## config.mk

```make
export PLATFORM = sky130hd
export DESIGN_NAME = sram_port_arbiter
export DESIGN_NICKNAME = d
export VERILOG_FILES = /design/src/rtl/sram_port_arbiter.sv
export SDC_FILE = /design/constraint.sdc
export NUM_CORES = 1
export LEC_CHECK = 0
export ABC_AREA = 0
export BUFFER_PORTS_ARGS = -buffer_cell sky130_fd_sc_hd__buf_2
export CORE_AREA = 10 10 98 100
export CTS_CLUSTER_SIZE = 12
export DETAILED_ROUTE_END_ITERATION = 10
export DIE_AREA = 0 0 108 110
export SYNTH_ARGS = -nofsm -noshare
export SYNTH_HDL_FRONTEND = slang
export SYNTH_SLANG_ARGS = --single-unit
```

## constraint.sdc

```tcl
create_clock -name clk -period 2.4 [get_ports clk]
set_input_delay 0.48 -clock clk [delete_from_list [all_inputs] [get_ports clk]]
set_output_delay 0.48 -clock clk [all_outputs]
set_load 0.02 [all_outputs]
```

## src/rtl/sram_port_arbiter.sv

```systemverilog
// Shares one synchronous SRAM port between a fetch and a load/store requester, one access per cycle.
// Optional ARB_ROUND_ROBIN_EN: alternate winners on conflict; otherwise data always wins.
module sram_port_arbiter (
  input  logic        clk,
  input  logic        resetn,
  input  logic        inst_req,
  input  logic [31:0] inst_addr,
  output logic        inst_addr_ok,
  output logic        inst_data_ok,
  output logic [31:0] inst_rdata,
  input  logic        data_req,
  input  logic [3:0]  data_wen,
  input  logic [31:0] data_addr,
  input  logic [31:0] data_wdata,
  output logic        data_addr_ok,
  output logic        data_data_ok,
  output logic [31:0] data_rdata,
  output logic        sram_en,
  output logic [3:0]  sram_wen,
  output logic [31:0] sram_addr,
  output logic [31:0] sram_wdata,
  input  logic [31:0] sram_rdata
);

  localparam logic [1:0] IDLE   = 2'd0;
  localparam logic [1:0] RESP_I = 2'd1;
  localparam logic [1:0] RESP_D = 2'd2;

  logic [1:0] state;
  logic [1:0] state_nxt;
  logic       grant_i;
  logic       grant_d;
  logic       data_wins;

`ifdef ARB_ROUND_ROBIN_EN
  localparam logic GRANT_FETCH = 1'b0;
  localparam logic GRANT_DATA  = 1'b1;

  logic last_grant;

  always_ff @(posedge clk) begin
    if (!resetn) begin
      last_grant <= GRANT_FETCH;
    end else if (grant_d) begin
      last_grant <= GRANT_DATA;
    end else if (grant_i) begin
      last_grant <= GRANT_FETCH;
    end
  end

  // On conflict the side that did not win last time goes first.
  assign data_wins = (last_grant == GRANT_FETCH);
`else
  assign data_wins = 1'b1;
`endif

  always_comb begin
    grant_d = resetn && data_req && (!inst_req || data_wins);
    grant_i = resetn && inst_req && !grant_d;
  end

  always_comb begin
    state_nxt = IDLE;
    if (grant_i) begin
      state_nxt = RESP_I;
    end else if (grant_d) begin
      state_nxt = RESP_D;
    end
  end

  always_ff @(posedge clk) begin
    if (!resetn) begin
      state <= IDLE;
    end else begin
      state <= state_nxt;
    end
  end

  assign inst_addr_ok = grant_i;
  assign data_addr_ok = grant_d;

  assign sram_en    = grant_i || grant_d;
  assign sram_wen   = grant_d ? data_wen : 4'b0000;
  assign sram_addr  = grant_d ? data_addr : inst_addr;
  assign sram_wdata = data_wdata;

  // The response owner is known purely from which grant happened last cycle.
  assign inst_data_ok = (state == RESP_I);
  assign data_data_ok = (state == RESP_D);
  assign inst_rdata   = sram_rdata;
  assign data_rdata   = sram_rdata;

endmodule

```

==> metrics.md <==
| Metric | Value |
|---|---|
| FP Rows | `32` |
| Max Buffers Root-to-Sink | `2` |
| Mapped cell area | `1335 um2` |
| Commonest non-fill, non-tap cell in the layout | `buf_2` |
| Initial DRC Count | `30` |
| Finished Core Util | `17.65%` |
| Synthesized flop and latch total | `2` |
| Max-Cap Viols | `0` |
| Vias per cell | `3.459` |
| Arrival time at the worst endpoint | `1.56 ns` |
| CP max stage cell | `mux2_2` |
| Fmax | `491.1 MHz` |
| GPL Wtd Cong | `0.8237` |
| Antenna violations before repair | `0` |
| Sequential-to-total area share from yosys stat | `2.999%` |
| Final TNS setup | `0 ns` |
| # Post-CTS Setup Buffers | `0` |
| Worst path cell trace | `buf_2 > nand2_4 > buf_12 > mux2_2 > buf_2` |
| Max VDD drop | `71.06 uV` |
| Total Die Area | `11880 um2` |
| Top flop regs | `state (2)` |
| Tcrit/Tclk final | `84.84%` |
| Hold Vio Cnt, Final | `0` |
| Syn Nets | `282` |
| Nets | `302` |
| Width of the chip | `108 um` |
| Critical Path Max Stage Delay | `0.35 ns` |
| Worst Hold End | `state[0]` |
| PD cells | `329.6 nW/um2` |
| Avg Inst Size Synth | `9.144 um2` |
| Final HPWL DP | `3857 um` |
| CTS tree | `built` |
| Post-route ant nets | `0` |
| Core ar. | `7647 um2` |
| Router iterations before antenna repair | `3` |
| Detailed Route WL | `4248 um` |
| Inserted Diodes | `0` |
| Startpoint Class | `input pin` |
| Worst slew pin tran | `0.2247 ns` |
| Via Count | `920` |
| CTS Hold Bufs | `0` |
| Layout filler cell count | `863` |
| Synth cell types | `12` |
| Tmin final | `2.036 ns` |
| TritonCTS Sinks | `2` |
| Layout cells sized above 1 | `91.46%` |
| Setup WS pre-CTS | `0.3616 ns` |
| Final worst slack | `0.3640 ns` |
| Leakage dissipation | `0.8352 nW` |
| Register Area | `40.04 um2` |
| I/O Buffers | `112` |
| Post-Syn Instances | `146` |
| Routed WL per cell | `15.97 um` |
| Setup CP Type | `input pin to output pin` |
| Worst Hold Path Cells | `2` |
| Reg clk slew, reported paths | `0.03 ns` |
| Max-slew violation count | `0` |
| Most used cell, CP | `buf_2` |
| Max reg flops | `2` |
| CP Capture Type | `output pin` |
| Crit path max fanout | `15` |
| RSZ-0062 raised after global routing | `false` |
| Htree depth | `1` |
| Hold path start | `data_req` |
| Largest net degree at the start of global routing | `16` |
| Detailed-route DRC error count | `0` |
| Status | `finished clean` |
| Multi-input gate area | `533.0 um2` |
| Slew headroom | `85.01%` |
| Vias in the first global route | `1062` |
| First-pass GRT wire length | `5782 um` |
| Die Ht | `110 um` |
| Hold crit path type | `input pin to flop` |
| Worst Path Required | `1.92 ns` |
| Post-cts gate resize count | `0` |
| I/O Pins | `273` |
| Starting Density | `17.46%` |
| GR Overflow Total | `0` |
| Commonest non-fill, non-tap cells in the layout | `buf_2 (112), mux2_4 (28), mux2_2 (4), and3_1 (4), clkbuf_8 (3)` |
| Most flop-heavy register | `state` |
| Area delta synth->final | `1.124%` |
| Yosys warns | `0` |
| Final setup viols | `0` |
| Num CTS Buffers | `3` |
| Root Buffer | `clkbuf_8` |
| GRT Util Overall | `5.977%` |
| Post-Layout Cell Count | `266` |
| DP Cell Count | `263` |
## cells by family after synthesis
| family | after synthesis | share of synthesized area (%) |
|---|---|---|
| buf+inv | 101 | 57.08 |
| simple gates | 10 | 4.498 |
| mux | 32 | 34.86 |
| flops | 2 | 2.999 |
| compound gates | 1 | 0.5625 |
## Yosys cell counts, drive strengths merged
master	count	area (um2)
nand2	2	15.01
nor2b	2	12.51
inv	2	7.510
dfxtp	2	40.04
mux2	32	465.4
nor2	2	7.510
buf	99	754.5
and3	4	25.02
o21a	1	7.510
## worst max path at each step
stage                     startpoint            end  slack [ns]
after global routing          resetn   sram_addr[1]        0.31
after global placement        resetn   sram_addr[2]        0.40
after detailed placement      resetn   sram_addr[1]        0.36
after CTS                     resetn   sram_addr[1]        0.35
final                         resetn   sram_addr[1]        0.36
after floorplan               resetn  sram_addr[10]        0.84
## metrics by stage
step | area, um2 | total power (W) | hold slack (ns)
after global routing | 1350 | 0.0004750 | 0.5786
after CTS | 1350 | 0.0004531 | 0.5566
after detailed placement | 1309 | 0.0003175 | 0.7797
after floorplan | 1335 | 0.0004305 | 0.5524
after global placement | 1309 | 0.0003134 | 0.7705
final | 1350 | 0.0004449 | 0.5656
## worst max-delay path: cells and delay by family
family                 cells  cell delay (ns)
buffers and inverters      3             0.50
multiplexers               1             0.35
AND/OR/NAND/NOR            1             0.20
## where the power goes
group / internal, W / switching [W] / total [W]
combinational: 0.000142 / 0.000134 / 0.000277
sequential: 0.0000351 / 0.000000599 / 0.0000357
clock: 0.000106 / 0.0000263 / 0.000132
## layer usage
metal	up-vias	wire [um]	GRT usage, %
met3	33	853	4.585
met4	0	168	4.389
met1	382	1079	4.783
met5	-	0	0
met2	95	2147	9.871
li1	410	-	-
## layout make-up
type	instances	share of cell area, %
timing repair buffer	114	44.49
multi-input combinational	43	39.48
tap	102	9.453
clock buffer	3	3.058
sequential	2	2.966
inverter	2	0.5561
(Power assumes the default switching activity.)
